File: config.mk
export PLATFORM = sky130hd
export DESIGN_NAME = eif_neuron_array_flat
export DESIGN_NICKNAME = d
export VERILOG_FILES = /design/src/rtl/eif_pkg.sv /design/src/rtl/eif_neuron_array_if.sv /design/src/rtl/eif_update_core.sv /design/src/rtl/eif_neuron_array.sv /design/src/flat_wrapper.sv
export SDC_FILE = /design/constraint.sdc
export NUM_CORES = 1
export LEC_CHECK = 0
export CORE_ASPECT_RATIO = 0.5
export CORE_UTILIZATION = 30
export CTS_CLUSTER_SIZE = 12
export DETAILED_ROUTE_END_ITERATION = 8
export PLACE_DENSITY_LB_ADDON = 0.25
export SYNTH_ARGS = -nofsm -noshare
export SYNTH_HDL_FRONTEND = slang
export SYNTH_SLANG_ARGS = --single-unit
File: constraint.sdc
create_clock -name clk -period 6.91 [get_ports clk]
set_input_delay 2.073 -clock clk [delete_from_list [all_inputs] [get_ports clk]]
set_output_delay 2.073 -clock clk [all_outputs]
set_load 0.02 [all_outputs]
File: src/rtl/eif_pkg.sv
// Shared constants and arithmetic helpers for the time-multiplexed AdEx neuron array.
// Default neuron constants match the single-neuron core this array replaces.
package eif_pkg;

    localparam int DEF_N_NEURONS   = 4;
    localparam int DEF_W           = 8;
    localparam int DEF_SW          = DEF_W + 3;
    localparam int DEF_V_REST      = 16;
    localparam int DEF_V_RESET     = 8;
    localparam int DEF_V_T         = 120;
    localparam int DEF_THRESH      = 200;
    localparam int DEF_LEAK_SHIFT  = 3;
    localparam int DEF_EXP_SHIFT   = 3;
    localparam int DEF_ADAPT_INC   = 8;
    localparam int DEF_ADAPT_SHIFT = 4;
    localparam int DEF_REFRAC_UPD  = 2;

    // Minimum of 1 so a single-channel array still gets a real select/index bit.
    function automatic int clog2(input int value);
        int result;
        result = 1;
        while ((1 << result) < value) result++;
        return result;
    endfunction

    function automatic int clamp_int(input int x, input int lo, input int hi);
        if (x < lo) return lo;
        if (x > hi) return hi;
        return x;
    endfunction

    function automatic int sat_max(input int width);
        return (1 << width) - 1;
    endfunction

endpackage

File: src/rtl/eif_neuron_array_if.sv
// Channel-side bus of the neuron array: enable, per-channel currents, observation
// select and the registered outputs.
interface eif_neuron_array_if
    import eif_pkg::*;
#(
    parameter int N_NEURONS = DEF_N_NEURONS,
    parameter int W         = DEF_W
);
    localparam int IW = clog2(N_NEURONS);

    logic                     ena;
    logic [N_NEURONS*W-1:0]   cur_in;
    logic [IW-1:0]            obs_sel;
    logic [W-1:0]             obs_v;
    logic [N_NEURONS-1:0]     spike_out;
    logic                     frame;

    modport master (
        output ena, cur_in, obs_sel,
        input  obs_v, spike_out, frame
    );

    modport slave (
        input  ena, cur_in, obs_sel,
        output obs_v, spike_out, frame
    );

endinterface

File: src/rtl/eif_update_core.sv
// Combinational AdEx update for one neuron, shared round-robin by all channels.
// Arithmetic runs in W+3-bit signed so the pre-clamp sum can neither wrap nor go unsigned.
module eif_update_core
    import eif_pkg::*;
#(
    parameter int W           = DEF_W,
    parameter int RW          = 2,
    parameter int V_REST      = DEF_V_REST,
    parameter int V_RESET     = DEF_V_RESET,
    parameter int V_T         = DEF_V_T,
    parameter int THRESH      = DEF_THRESH,
    parameter int LEAK_SHIFT  = DEF_LEAK_SHIFT,
    parameter int EXP_SHIFT   = DEF_EXP_SHIFT,
    parameter int ADAPT_INC   = DEF_ADAPT_INC,
    parameter int ADAPT_SHIFT = DEF_ADAPT_SHIFT,
    parameter int REFRAC_UPD  = DEF_REFRAC_UPD
)(
    input  logic [W-1:0]  v,
    input  logic [W-1:0]  w,
    input  logic [RW-1:0] refrac,
    input  logic [W-1:0]  cur,
    output logic [W-1:0]  v_next,
    output logic [W-1:0]  w_next,
    output logic [RW-1:0] refrac_next,
    output logic          spike
);
    localparam int SW    = W + 3;
    localparam int MAX_W = sat_max(W);

    typedef logic signed [SW-1:0] acc_t;

    localparam acc_t         VREST_S  = acc_t'(V_REST);
    localparam logic [W-1:0] VT_W     = W'(V_T);
    localparam logic [W-1:0] VRESET_W = W'(V_RESET);
    localparam logic [W-1:0] TH_W     = W'(THRESH);
    localparam logic [W-1:0] EXP_MAX  = W'(W - 1);

    acc_t         v_s;
    acc_t         leak;
    acc_t         exp_term;
    acc_t         sum;
    logic [W-1:0] over_sh;
    logic [W-1:0] v_clamp;
    logic [W-1:0] w_decay;

    always_comb begin
        v_s      = acc_t'(v);
        leak     = (v_s - VREST_S) >>> LEAK_SHIFT;
        over_sh  = (v - VT_W) >> EXP_SHIFT;
        exp_term = '0;
        if (v > VT_W)
            exp_term = acc_t'(1) << ((over_sh > EXP_MAX) ? EXP_MAX : over_sh);
        sum      = v_s + acc_t'(cur) - leak - acc_t'(w) + exp_term;
        v_clamp  = W'(clamp_int(int'(sum), 0, MAX_W));
        w_decay  = w - (w >> ADAPT_SHIFT);

        v_next      = v;
        w_next      = w_decay;
        refrac_next = refrac;
        spike       = 1'b0;

        // Refractory updates leave v parked at V_RESET and skip the threshold test.
        if (refrac != '0) begin
            refrac_next = refrac - RW'(1);
        end else if (v_clamp >= TH_W) begin
            spike       = 1'b1;
            v_next      = VRESET_W;
            w_next      = W'(clamp_int(int'(w_decay) + ADAPT_INC, 0, MAX_W));
            refrac_next = RW'(REFRAC_UPD);
        end else begin
            v_next = v_clamp;
        end
    end

endmodule

File: src/rtl/eif_neuron_array.sv
// N-channel AdEx neuron array: per-channel state registers, round-robin scan counter,
// output registers and the observation mux around one shared update core.
module eif_neuron_array
    import eif_pkg::*;
#(
    parameter int N_NEURONS   = DEF_N_NEURONS,
    parameter int W           = DEF_W,
    parameter int V_REST      = DEF_V_REST,
    parameter int V_RESET     = DEF_V_RESET,
    parameter int V_T         = DEF_V_T,
    parameter int THRESH      = DEF_THRESH,
    parameter int LEAK_SHIFT  = DEF_LEAK_SHIFT,
    parameter int EXP_SHIFT   = DEF_EXP_SHIFT,
    parameter int ADAPT_INC   = DEF_ADAPT_INC,
    parameter int ADAPT_SHIFT = DEF_ADAPT_SHIFT,
    parameter int REFRAC_UPD  = DEF_REFRAC_UPD
)(
    input  logic              clk,
    input  logic              rst_n,
    eif_neuron_array_if.slave io
);
    localparam int IW = clog2(N_NEURONS);
    localparam int RW = clog2(REFRAC_UPD + 1);

    localparam logic [W-1:0]  V_REST_W = W'(V_REST);
    localparam logic [IW-1:0] IDX_LAST = IW'(N_NEURONS - 1);

    logic [W-1:0]         v_q [N_NEURONS];
    logic [W-1:0]         w_q [N_NEURONS];
    logic [RW-1:0]        r_q [N_NEURONS];
    logic [IW-1:0]        idx;
    logic [N_NEURONS-1:0] spike_q;
    logic                 frame_q;
    logic [W-1:0]         obs_q;

    logic [W-1:0]  v_cur, w_cur, cur_sel, obs_nx;
    logic [RW-1:0] r_cur;
    logic [W-1:0]  v_nx, w_nx;
    logic [RW-1:0] r_nx;
    logic          spk_nx;

    // Explicit compare-mux keeps out-of-range selects (obs_sel >= N) reading as 0.
    always_comb begin
        v_cur   = '0;
        w_cur   = '0;
        r_cur   = '0;
        cur_sel = '0;
        obs_nx  = '0;
        for (int i = 0; i < N_NEURONS; i++) begin
            if (idx == IW'(i)) begin
                v_cur   = v_q[i];
                w_cur   = w_q[i];
                r_cur   = r_q[i];
                cur_sel = io.cur_in[i*W +: W];
            end
            if (io.obs_sel == IW'(i))
                obs_nx = v_q[i];
        end
    end

    eif_update_core #(
        .W           (W),
        .RW          (RW),
        .V_REST      (V_REST),
        .V_RESET     (V_RESET),
        .V_T         (V_T),
        .THRESH      (THRESH),
        .LEAK_SHIFT  (LEAK_SHIFT),
        .EXP_SHIFT   (EXP_SHIFT),
        .ADAPT_INC   (ADAPT_INC),
        .ADAPT_SHIFT (ADAPT_SHIFT),
        .REFRAC_UPD  (REFRAC_UPD)
    ) u_core (
        .v           (v_cur),
        .w           (w_cur),
        .refrac      (r_cur),
        .cur         (cur_sel),
        .v_next      (v_nx),
        .w_next      (w_nx),
        .refrac_next (r_nx),
        .spike       (spk_nx)
    );

    always_ff @(posedge clk or negedge rst_n) begin
        if (!rst_n) begin
            for (int i = 0; i < N_NEURONS; i++) begin
                v_q[i] <= V_REST_W;
                w_q[i] <= '0;
                r_q[i] <= '0;
            end
            idx     <= '0;
            spike_q <= '0;
            frame_q <= 1'b0;
            obs_q   <= V_REST_W;
        end else begin
            obs_q   <= obs_nx;
            frame_q <= io.ena && (idx == IDX_LAST);
            if (io.ena) begin
                for (int i = 0; i < N_NEURONS; i++) begin
                    if (idx == IW'(i)) begin
                        v_q[i]     <= v_nx;
                        w_q[i]     <= w_nx;
                        r_q[i]     <= r_nx;
                        spike_q[i] <= spk_nx;
                    end
                end
                idx <= (idx == IDX_LAST) ? '0 : idx + IW'(1);
            end
        end
    end

    assign io.obs_v     = obs_q;
    assign io.spike_out = spike_q;
    assign io.frame     = frame_q;

endmodule
File: src/flat_wrapper.sv
// flat-port wrapper written by rule: the top's interface ports become plain ports
module eif_neuron_array_flat import eif_pkg::*;
#(
    parameter int N_NEURONS   = DEF_N_NEURONS,
    parameter int W           = DEF_W,
    parameter int V_REST      = DEF_V_REST,
    parameter int V_RESET     = DEF_V_RESET,
    parameter int V_T         = DEF_V_T,
    parameter int THRESH      = DEF_THRESH,
    parameter int LEAK_SHIFT  = DEF_LEAK_SHIFT,
    parameter int EXP_SHIFT   = DEF_EXP_SHIFT,
    parameter int ADAPT_INC   = DEF_ADAPT_INC,
    parameter int ADAPT_SHIFT = DEF_ADAPT_SHIFT,
    parameter int REFRAC_UPD  = DEF_REFRAC_UPD
)
  (clk, rst_n, io_ena, io_cur_in, io_obs_sel, io_obs_v, io_spike_out, io_frame);
  eif_neuron_array_if #(.N_NEURONS(N_NEURONS), .W(W)) io_i ();
  input  logic clk;
  input  logic rst_n;
  input wire logic [$bits(io_i.ena)-1:0] io_ena;
  input wire logic [$bits(io_i.cur_in)-1:0] io_cur_in;
  input wire logic [$bits(io_i.obs_sel)-1:0] io_obs_sel;
  output wire logic [$bits(io_i.obs_v)-1:0] io_obs_v;
  output wire logic [$bits(io_i.spike_out)-1:0] io_spike_out;
  output wire logic [$bits(io_i.frame)-1:0] io_frame;
  assign io_i.ena = io_ena;
  assign io_i.cur_in = io_cur_in;
  assign io_i.obs_sel = io_obs_sel;
  assign io_obs_v = io_i.obs_v;
  assign io_spike_out = io_i.spike_out;
  assign io_frame = io_i.frame;
  eif_neuron_array #(.N_NEURONS(N_NEURONS), .W(W), .V_REST(V_REST), .V_RESET(V_RESET), .V_T(V_T), .THRESH(THRESH), .LEAK_SHIFT(LEAK_SHIFT), .EXP_SHIFT(EXP_SHIFT), .ADAPT_INC(ADAPT_INC), .ADAPT_SHIFT(ADAPT_SHIFT), .REFRAC_UPD(REFRAC_UPD)) u_core (.clk(clk), .rst_n(rst_n), .io(io_i));
endmodule
==> impl_metrics.ini <==
[status]
outcome = finished, violations left
violations = setup timing

[cells_and_area]
drive_gt1_share_pct = 28.7
nNetsFinal = 944
nFillCells = 2024
fin_cells = 1130
post-route-util_pct = 42.3
area_growth_syn_to_layout_pct = 36.3
n_antenna_cell = 0
fin_area_mm2 = 0.00879

[detailed_routing]
routed_wl_um = 20200
avgRoutedWirePerCell_um = 17.8
vias_per_cell = 5.29
ant_nets = 0
drcViolationCount = 0
drt_iter0_markers = 535
firstDrtPassIters = 5
vias = 5974

[floorplanning]
ios = 50
rows = 37
die_h_um = 106
chipWidth_um = 209
coreArea_mm2 = 0.0208
start_util_pct = 31.0
die_area_mm2 = 0.0221

[sta]
finalHoldViolCount = 0
timing.final.crit_share_pct = 103
fin_crit_ns = 7.10
fmax_mhz = 141
worst_slack_ns = -0.193
worst_pin_slew_ns = 1.11
rsz0062_at_grt = yes
finClkSkew_ns = 0.00835
maxSlewViolCount = 0
relSlewSlack_pct = 25.6
fin_setup_tns_ns = -7.28
setup-violations-final = 72

[place]
dp_cells = 1094
placed_area_mm2 = 0.00766
port_buffers = 49
place_congestion = 0.860
hpwlAfterDp_um = 14700

[synthesis]
ys_ff_latch = 87
synthXorXnorAreaFrac_pct = 2.44
synth_area_mm2 = 0.00645
ys_types = 73
synth_nets = 839
synth_top_family_by_area = compound AO/OA/AOI/OAI gates
ys.warnings.count = 0
synthSimpleGateAreaFrac_pct = 17.3
synth_compound_area_share_pct = 22.9
synth.avg_cell_area_um2 = 8.63
synth_edf_count = 0
yosys_most_used_dff = dfrtp_1
synth-async-reset-ratio_pct = 100
synthMuxAreaShare_pct = 4.69
synth.yosys.seq_area_share_pct = 33.9
synthCells = 747
yosys.area_share.adder_pct = 12.9

[worst_hold_path]
hold_depth = 2
min_path_type = reg2reg
hold_end = u_core.io.spike_out[3]
hp-start = u_core.io.spike_out[3]

[critical_path]
required_ns = 7.15
r2r.worst_path.cells = 25
r2r-start = u_core.idx[1]
crit_family = adder cells
slowest_delay_ns = 0.54
crit_path_end_kind = register
critPathLaunchType = input port
cp.arrival_ns = 7.34
timing.rr.end = u_core.w_q[7]
crit_type = in2reg
cp_common_cell = buf_6
startpoint = io_cur_in[1]
cp_slowest_cell = fa_1
cp_max_fo = 4
worst-r2r-setup-slack_ns = 0.37
cp.buffers_inverters = 5

[cts]
holdBufCountCts = 0
clock_latency_ns = 0.35
cts_sinks = 87
numCtsBuffers = 9
clockBufferDepth = 2
tritoncts = yes
path_clk_slew_ns = 0.07
cts_max_level = 3
cts_root_buffer = clkbuf_16

[flow_run]
maxCapViolCount = 0

[global_routing]
antenna_found_initial = 0
track_usage_pct = 18.7
overflow = 0
grt_pass1_vias = 5815
grt_pass1_wl_um = 31900
grt_max_degree = 61
## final cells by class
type	count	area, um2	area share [%]
multi-input combinational	568	4530	51.6
sequential	87	2180	24.8
timing repair buffer	138	1210	13.8
tap	273	342	3.89
clock buffer	11	253	2.88
inverter	48	180	2.05
clock inverter	5	86.3	0.982
## through the flow
step / setup slack [ns] / hold WS (ns)
floorplan: -0.101 / 0.446
CTS: -0.226 / 0.481
global route: -0.442 / 0.506
global placement: -1.00 / 0.457
detailed placement: -1.09 / 0.464
finish: -0.193 / 0.478
## worst min-delay path, stage by stage, from the launching register on
cell and delay [ns]:
dfrtp_1 0.34, nand2_1 0.05, nand2_1 0.06
## cell families (layout without fill, tap and decap cells)
family,count (synthesis),after routing
mux,19,19
buf+inv,92,202
compound gates,229,229
xor+xnor,18,18
flops,87,87
other cells,2,2
simple gates,245,245
fa+ha+maj,55,55
## cell usage after synthesis (all sizes together) (8+ instances only)
master | number | area, um2
nand3b | 8 | 60.1
dfrtp | 82 | 2050
o22ai | 12 | 75.1
mux2 | 10 | 113
a21oi | 52 | 264
nor2 | 42 | 160
xor2 | 14 | 123
o21ai | 81 | 405
nand3 | 8 | 40.0
buf | 13 | 73.8
a21o | 11 | 82.6
nor3 | 10 | 50.1
fa | 19 | 380
inv | 47 | 176
nand2 | 133 | 499
mux4 | 8 | 180
clkbuf | 31 | 116
ha | 36 | 450
and2 | 8 | 55.1
## sequential cells by signal, indices dropped and copies added (netlist names)
name and flops:
u_core.idx 2, u_core.io.obs_v 8, u_core.w_q 32, u_core.v_q 32
u_core.io.frame 1, u_core.io.spike_out 4, u_core.r_q 8
## per-layer routing
layer | part of all wire [%] | wire length, um | GRT usage, % | vias up
met3 | 4.8 | 971 | 3.07 | 18
met1 | 47 | 9570 | 26.4 | 2946
met5 | 0 | 0 | 0 | -
met2 | 46 | 9330 | 29.3 | 143
met4 | 1.4 | 291 | 5.62 | 0
li1 | - | - | - | 2867
## placed cells by master (no fill, tap or decap), drive strengths merged, types with 6 or more instances in the layout
cell type	Yosys	routed
and2	8	8
o31ai	7	7
buf	13	92
fa	19	19
clkbuf	31	11
o211ai	6	6
nand3	8	8
mux4	8	8
mux2	10	10
ha	36	36
nor3	10	10
inv	47	49
o22ai	12	12
o21ai	81	81
clkdlybuf4s50	0	40
nor2	42	42
nand2	133	133
nand2b	7	7
a21o	11	11
nand3b	8	8
xor2	14	14
a31oi	6	6
a21oi	52	52
nor2b	7	7
a32oi	7	7
dfrtp	82	82
## how the worst max path moves through the flow
| stage | depth (start not counted) | end | slack (ns) |
|---|---|---|---|
| final | 30 | u_core.w_q[7] | -0.19 |
| after floorplan | 28 | u_core.w_q[23] | -0.10 |
| after CTS | 29 | u_core.w_q[7] | -0.23 |
| after global routing | 30 | u_core.w_q[7] | -0.44 |
| after detailed placement | 26 | u_core.v_q[27] | -1.09 |
| after global placement | 26 | u_core.w_q[15] | -1.00 |
## repair_timing
item,CTS,global route
cloned,0,0
buffers inserted,15,9
gates resized for setup,89,86
endpoints found under the setup margin,72,72
pin swaps,56,53
Power is left out: the tool's default activity adds up to more than one toggle a clock period on the data nets, which glitch-free logic cannot reach.
